### src/rtl/vend_change_fsm.sv
// Vending controller: accumulates nickel/dime/quarter credit and vends at PRICE.
// Change or a refund is paid out as dime/nickel pulses, with each pulse followed
// by GAP low cycles. All outputs are registered.
module vend_change_fsm #(
  parameter int unsigned PRICE      = 30,
  parameter int unsigned MAX_CREDIT = 95,
  parameter int unsigned CREDIT_W   = 8,
  parameter int unsigned GAP        = 1
) (
  input  logic                clk,
  input  logic                reset,
  input  logic                nickel,
  input  logic                dime,
  input  logic                quarter,
  input  logic                refund,
  output logic                vend,
  output logic                nickel_out,
  output logic                dime_out,
  output logic                coin_reject,
  output logic                busy,
  output logic [CREDIT_W-1:0] credit
);

  localparam int unsigned SUM_W = CREDIT_W + 1;

  localparam logic [CREDIT_W-1:0] PRICE_C  = CREDIT_W'(PRICE);
  localparam logic [CREDIT_W-1:0] DIME_C   = CREDIT_W'(10);
  localparam logic [CREDIT_W-1:0] NICKEL_C = CREDIT_W'(5);
  localparam logic [SUM_W-1:0]    MAX_C    = SUM_W'(MAX_CREDIT);
  localparam logic [3:0]          GAP_C    = 4'(GAP);

  typedef enum logic {
    IDLE,
    CHANGE
  } state_t;

  state_t               state;
  logic [3:0]           gap;
  logic [SUM_W-1:0]     coin_sum;
  logic [SUM_W-1:0]     sum;
  logic                 over;
  logic [CREDIT_W-1:0]  post_credit;
  logic                 any_coin;

  // Value of the coins on this edge. The sum is one bit wider than credit, so the
  // ceiling test cannot wrap.
  always_comb begin
    coin_sum = '0;
    if (nickel)  coin_sum = coin_sum + SUM_W'(5);
    if (dime)    coin_sum = coin_sum + SUM_W'(10);
    if (quarter) coin_sum = coin_sum + SUM_W'(25);
    any_coin    = nickel | dime | quarter;
    sum         = {1'b0, credit} + coin_sum;
    over        = (sum > MAX_C);
    post_credit = over ? credit : sum[CREDIT_W-1:0];
  end

  // Controller state, credit, pacing counter and registered output pulses
  always_ff @(posedge clk or posedge reset) begin
    if (reset) begin
      state       <= IDLE;
      credit      <= '0;
      gap         <= '0;
      vend        <= 1'b0;
      nickel_out  <= 1'b0;
      dime_out    <= 1'b0;
      coin_reject <= 1'b0;
      busy        <= 1'b0;
    end else begin
      vend        <= 1'b0;
      nickel_out  <= 1'b0;
      dime_out    <= 1'b0;
      coin_reject <= 1'b0;
      case (state)
        IDLE: begin
          if (credit >= PRICE_C) begin
            // Vend decision edge. Any coin arriving on this edge goes to the chute.
            vend        <= 1'b1;
            credit      <= credit - PRICE_C;
            coin_reject <= any_coin;
            if (credit != PRICE_C) begin
              state <= CHANGE;
              busy  <= 1'b1;
            end
          end else begin
            credit      <= post_credit;
            coin_reject <= over;
            // The refund test uses post-coin credit, so a refund takes priority
            // over a coin that would have reached PRICE on the same edge.
            if (refund && (post_credit != '0)) begin
              state <= CHANGE;
              busy  <= 1'b1;
            end
          end
        end
        CHANGE: begin
          coin_reject <= any_coin;
          if (gap != '0) begin
            gap <= gap - 4'd1;
          end else if (credit >= DIME_C) begin
            dime_out <= 1'b1;
            credit   <= credit - DIME_C;
            gap      <= GAP_C;
          end else if (credit >= NICKEL_C) begin
            nickel_out <= 1'b1;
            credit     <= credit - NICKEL_C;
            gap        <= GAP_C;
          end else begin
            state <= IDLE;
            busy  <= 1'b0;
          end
        end
        default: begin
          state <= IDLE;
          busy  <= 1'b0;
        end
      endcase
    end
  end

endmodule

### config.mk
export PLATFORM = sky130hd
export DESIGN_NAME = vend_change_fsm
export DESIGN_NICKNAME = d
export VERILOG_FILES = /design/src/rtl/vend_change_fsm.sv
export SDC_FILE = /design/constraint.sdc
export NUM_CORES = 1
export LEC_CHECK = 0
export ABC_AREA = 1
export BUFFER_PORTS_ARGS = -buffer_cell sky130_fd_sc_hd__buf_2
export CORE_MARGIN = 2
export CORE_UTILIZATION = 32
export CTS_CLUSTER_DIAMETER = 30
export CTS_CLUSTER_SIZE = 12
export DETAILED_ROUTE_END_ITERATION = 12
export PLACE_DENSITY = 0.51
export SYNTH_ARGS = -nofsm -noshare
export SYNTH_HDL_FRONTEND = slang
export SYNTH_SLANG_ARGS = --single-unit
### constraint.sdc
create_clock -name clk -period 2.3 [get_ports clk]
set_input_delay 0.23 -clock clk [delete_from_list [all_inputs] [get_ports clk]]
set_output_delay 0.23 -clock clk [all_outputs]
set_load 0.03 [all_outputs]
Word level (Yosys, flattened, before mapping)
Index checks and enable logic that the tools add are counted.
{"block": "totals", "elab_cells": 72, "inputBits": 6, "out_inout_bits": 13, "regBits": 18}
{"block": "op_classes", "n_bitwise": 3, "n_mux": 36, "n_reduce_logical": 7, "n_addsub": 7, "order_cmp": 4, "eq_ne": 7}
{"operator": "2-to-1 mux 8 bit", "count": 5}
{"operator": "2-to-1 mux 1 bit", "count": 21}
{"operator": "2-to-1 mux 9 bit", "count": 2}
{"operator": "case mux 8 bit (2 select lines)", "count": 1}
{"operator": "2-to-1 mux 4 bit", "count": 3}
{"operator": "adder 8 x 9 -> 9 bit", "count": 1}
{"operator": "adder 9 x 4 -> 9 bit, second input constant", "count": 1}
{"operator": "adder 9 x 5 -> 9 bit, second input constant", "count": 1}
{"operator": "greater-than comparator 9 x 7 -> 1 bit, second input constant", "count": 1}
{"operator": "greater-or-equal comparator 8 x 3 -> 1 bit, second input constant", "count": 1}
{"operator": "greater-or-equal comparator 8 x 4 -> 1 bit, second input constant", "count": 1}
{"operator": "greater-or-equal comparator 8 x 5 -> 1 bit, second input constant", "count": 1}
{"operator": "inequality test 8 x 5 -> 1 bit, second input constant", "count": 1}
{"operator": "nonzero test 8 bit", "count": 1}
{"operator": "subtractor 8 x 3 -> 8 bit, second input constant", "count": 1}
{"operator": "subtractor 8 x 4 -> 8 bit, second input constant", "count": 1}
{"operator": "subtractor 8 x 5 -> 8 bit, second input constant", "count": 1}
{"operator": "inequality test 2 bit, second input constant", "count": 3}
{"operator": "inequality test 3 bit, second input constant", "count": 2}
{"operator": "case mux 1 bit (2 select lines)", "count": 3}
{"operator": "AND reduction 5 bit", "count": 1}
{"operator": "AND reduction 2 bit", "count": 2}
{"operator": "nonzero test 4 bit", "count": 1}
{"operator": "subtractor 4 x 1 -> 4 bit, second input constant", "count": 1}
{"operator": "other kinds (6)", "count": 7}

Depth between registers and ports, before layout
{"block": "depth", "word_depth": 13, "mapped_depth": 23}

Least setup slack after synthesis
Ideal clock, no wire load.
{"block": "synth_path", "path_kind": "flip-flop to flip-flop", "start": "register credit[1]", "end": "register busy", "t_required_ns": 2.176, "path_stages_with_launch": 19, "path_slack_ns": -0.265, "setup_time_ns": 0.124, "n_path_buf": 0, "arrival_time_ns": 2.441, "path_cell_list": "dfrtp_1 inv_1 fa_1 inv_1 nand3_1 nand3_1 nand2_1 o21ai_1 nor2_8 nand2_4 nand2_1 nand2_1 nand2_1 nor2_1 nand2_1 nand2_1 nand2_1 nand2_1 nand2_1"}
{"block": "synth_via", "elab_chain_cells": 7}
{"element": "start, declared", "line": "21", "text": "output logic [CREDIT_W-1:0] credit"}
{"element": "start signal, assigned", "line": "79", "text": "credit <= credit - PRICE_C;"}
{"element": "start signal, assigned", "line": "86", "text": "credit <= post_credit;"}
{"element": "start signal, assigned", "line": "102", "text": "credit <= credit - DIME_C;"}
{"element": "adder 8 x 9 -> 9 bit", "line": "53", "text": "sum = {1'b0, credit} + coin_sum;"}
{"element": "greater-than comparator 9 x 7 -> 1 bit", "line": "54", "text": "over = (sum > MAX_C);"}
{"element": "2-to-1 mux 8 bit", "line": "55", "text": "post_credit = over ? credit : sum[CREDIT_W-1:0];"}
{"element": "nonzero test 8 bit", "line": "90", "text": "if (refund && (post_credit != '0)) begin"}
{"element": "logical AND 1 bit", "line": "90"}
{"element": "inequality test 3 bit (no source line)"}
{"element": "AND reduction 5 bit (no source line)"}
{"element": "end signal, assigned", "line": "83", "text": "busy <= 1'b1;"}
{"element": "end signal, assigned", "line": "92", "text": "busy <= 1'b1;"}
{"element": "end signal, assigned", "line": "110", "text": "busy <= 1'b0;"}
{"element": "end, declared", "line": "20", "text": "output logic busy,"}
Several ways; a longest one is shown, not always the timed one.
A chain may end at the register's enable or synchronous reset.

Final worst setup path
{"block": "layout_path", "start": "input nickel", "end": "register credit[4]"}
{"block": "layout_via", "elab_chain_cells": 10}
{"element": "start, declared", "line": "12", "text": "input logic nickel,"}
{"element": "2-to-1 mux 3 bit *", "line": "49", "text": "if (nickel) coin_sum = coin_sum + SUM_W'(5);"}
{"element": "adder 9 x 4 -> 9 bit", "line": "50", "text": "if (dime) coin_sum = coin_sum + SUM_W'(10);"}
{"element": "2-to-1 mux 9 bit *", "line": "50"}
{"element": "adder 9 x 5 -> 9 bit", "line": "51", "text": "if (quarter) coin_sum = coin_sum + SUM_W'(25);"}
{"element": "2-to-1 mux 9 bit *", "line": "51"}
{"element": "adder 8 x 9 -> 9 bit *", "line": "53"}
{"element": "greater-than comparator 9 x 7 -> 1 bit", "line": "54"}
{"element": "2-to-1 mux 8 bit *", "line": "55"}
{"element": "2-to-1 mux 8 bit *", "line": "76", "text": "if (credit >= PRICE_C) begin"}
{"element": "case mux 8 bit (2 select lines) *", "line": "74", "text": "case (state)"}
Every way passes the cells marked *; elsewhere a longest branch is shown, timed or not.

==> results.ini <==
[run_status]
status = finished, violations left
violations = setup timing

[synth]
synthArstFlopShare_pct = 100
synth_area_leaders = dfrtp_1 (25%), nand2_1 (14%), ha_1 (11%)
yosysUniqueCellTypes = 39
netlist_instances = 267
ys_seq_elements = 18
ys.flop_type = dfrtp_1
synth.yosys.seq_area_share_pct = 24.7
yosysWarnings = 0
avgSynthCellArea_sq_um = 6.83
synth_top_area_share_pct = 24.7
synth_edf_count = 0
syn_nets = 290
synth_top_cells_by_count = nand2_1 (70), inv_1 (30), nand3_1 (23), nor2_1 (20), dfrtp_1 (18)
synth_area_sq_um = 1820
synth_top_cell_by_area = dfrtp_1
synth.most_common_cell = nand2_1

[cells_and_area]
area_growth_pct = 48.4
final_cells = 405
nets = 357
drive_above_1_share_pct = 42.0
diodes = 0

[global_route]
first_global_vias = 1800
grt_pass1_wl_um = 8840
antenna_found_initial = 0
grt_start_max_net_pins = 19
grtUsageTotal_pct = 17.8
grt_overflow = 0

[job]
maxCapViolations = 0

[die]
rows = 27
core_area_sq_um = 5510
dieArea_sq_um = 6320
pin_count = 19
start_util_pct = 33.1
die_x_um = 79.5
die_h_um = 79.5

[clock_tree]
cts-hold-fix-buffers = 0
tritoncts = done
clk_path_buf_depth = 2
cts.clk_slew.worst_paths_ns = 0.08
cts_buffers = 3
clock-sinks = 18
cts.htree.levels = 1
cts_root_buf = clkbuf_8
worstSkewPairLatency_ns = 0.26

[power_and_ir_drop]
ir_worst_vdd_mv = 0.751
p_leak_nw = 1.32
p_per_area_nw_per_um2 = 1350

[sta]
post-route-min-period_ns = 2.32
tightest_slew_ns = 0.763
finClkSkew_ns = 0.00526
slew_headroom_pct = 49.1
final_min_period_over_clock_period_pct = 101
timing.fmax_mhz = 431
hold_slack_ns = 0.0964
grt_setup_unrepaired = true
setup_viol = 3
finalHoldViolCount = 0
setup_ws_ns = -0.0208
maxSlewViolCount = 0

[place]
portBuffers = 18
dp_worst_setup_slack_ns = -0.377
gp_congestion = 0.862
hpwl_um = 4080
dp_cells = 392

[drt]
vias_per_cell = 4.77
antenna_left = 0
wl_per_cell_um = 13.5
wl_um = 5480
drtIter0Drc = 134
drc = 0
via_count = 1933
dr.pass1.iters = 4

[worst_setup_path]
critPathKind = input port to register
end_kind = register
rr_worst_depth = 15
r2r_slack_ns = 0
crit_path_start_kind = input port
cp.arrival_ns = 2.47
critPathMaxFanout = 8
reg2reg_to = credit[4]$_DFFE_PP0P_
required_ns = 2.44
r2r-start = credit[0]$_DFFE_PP0P_

[min_path]
hold_class = input port to asynchronous set/reset pin

placed cells by master (no fill, tap or decap), types with 7 or more instances in the layout:
master   Yosys  final
inv_2        8     10
ha_4         0      7
buf_2        3     15
nand3_1     23     18
xor2_1       8      7
ha_1        16      9
inv_1       30     25
nor2_1      20     14
nand2_2      7     14
dfrtp_1     18     16
nand2_1     70     61
buf_4        0     48
layer usage:
| metal | vias up | routed length (um) | part of all wire, % | GRT usage (%) |
|---|---|---|---|---|
| li1 | 1001 | - | - | - |
| met1 | 900 | 2560 | 47 | 24.4 |
| met2 | 28 | 2750 | 50 | 29.9 |
| met3 | 4 | 115 | 2.1 | 1.36 |
| met4 | 0 | 53 | 0.97 | 5.17 |
| met5 | - | 0 | 0 | 0 |
state kept, by name (all words and copies together), names as in the netlist:
name         cells
credit           8
gap              4
busy             1
coin_reject      1
dime_out         1
nickel_out       1
state            1
vend             1
layout make-up:
cell class | instances | area (sq um)
Sequential cell | 18 | 453
Clock buffer | 4 | 45.0
Tap cell | 72 | 90.1
Multi-Input combinational cell | 205 | 1450
Fill cell | 534 | 2800
Inverter | 40 | 179
Timing Repair Buffer | 66 | 487
worst max-delay path by stage:
stage / startpoint / endpoint / depth (start not counted)
after floorplan: nickel / busy$_DFFE_PP0P_ / 20
after global placement: dime / busy$_DFFE_PP0P_ / 23
after detailed placement: dime / busy$_DFFE_PP0P_ / 23
after CTS: nickel / busy$_DFFE_PP0P_ / 21
after global routing: nickel / busy$_DFFE_PP0P_ / 21
final: nickel / credit[4]$_DFFE_PP0P_ / 19
through the flow:
| step | total power [mW] | setup TNS [ns] | utilization (%) | area [sq um] |
|---|---|---|---|---|
| global route | 3.99 | -0.945 | 49.1 | 2710 |
| floorplan | 2.05 | 0 | - | 1840 |
| detailed placement | 2.91 | -2.94 | 41.5 | 2280 |
| global placement | 2.91 | -2.73 | 41.5 | 2280 |
| CTS | 3.22 | 0 | 43.2 | 2380 |
| finish | 3.65 | -0.0469 | 49.1 | 2710 |
power breakdown:
part	leakage [nW]	switching, mW	internal, mW
combinational	1.09	1.60	1.29
sequential	0.205	0.105	0.414
clock	0.0228	0.118	0.123
total	1.32	1.82	1.83
what timing repair did:
action,in CTS,in global routing
buffers inserted,2,7
endpoints found under the setup margin,9,10
pin swaps,12,41
gates resized for setup,12,62
critical path, cell delays in order:
cell and delay, ns:
buf_12 0.11, clkinv_8 0.05, ha_4 0.26, nor2_4 0.04
nor2_4 0.11, inv_2 0.04, fa_2 0.36, inv_2 0.06
nand4_1 0.12, nand3_1 0.12, nand2_2 0.07, nand3_4 0.16
nand2_8 0.09, nand2_2 0.08, nand2_2 0.06, buf_4 0.13
buf_4 0.11, a31oi_1 0.18, a21oi_1 0.08
cell families (layout without fill, tap and decap cells):
group	after synthesis	count (layout)	synth area share, %
compound gates	42	42	14.1
xor+xnor	10	10	4.80
fa+ha+maj	17	17	12.1
buf+inv	44	110	9.75
flops	18	18	24.7
simple gates	136	136	34.6
No activity file was read; power rests on OpenSTA's default activity.
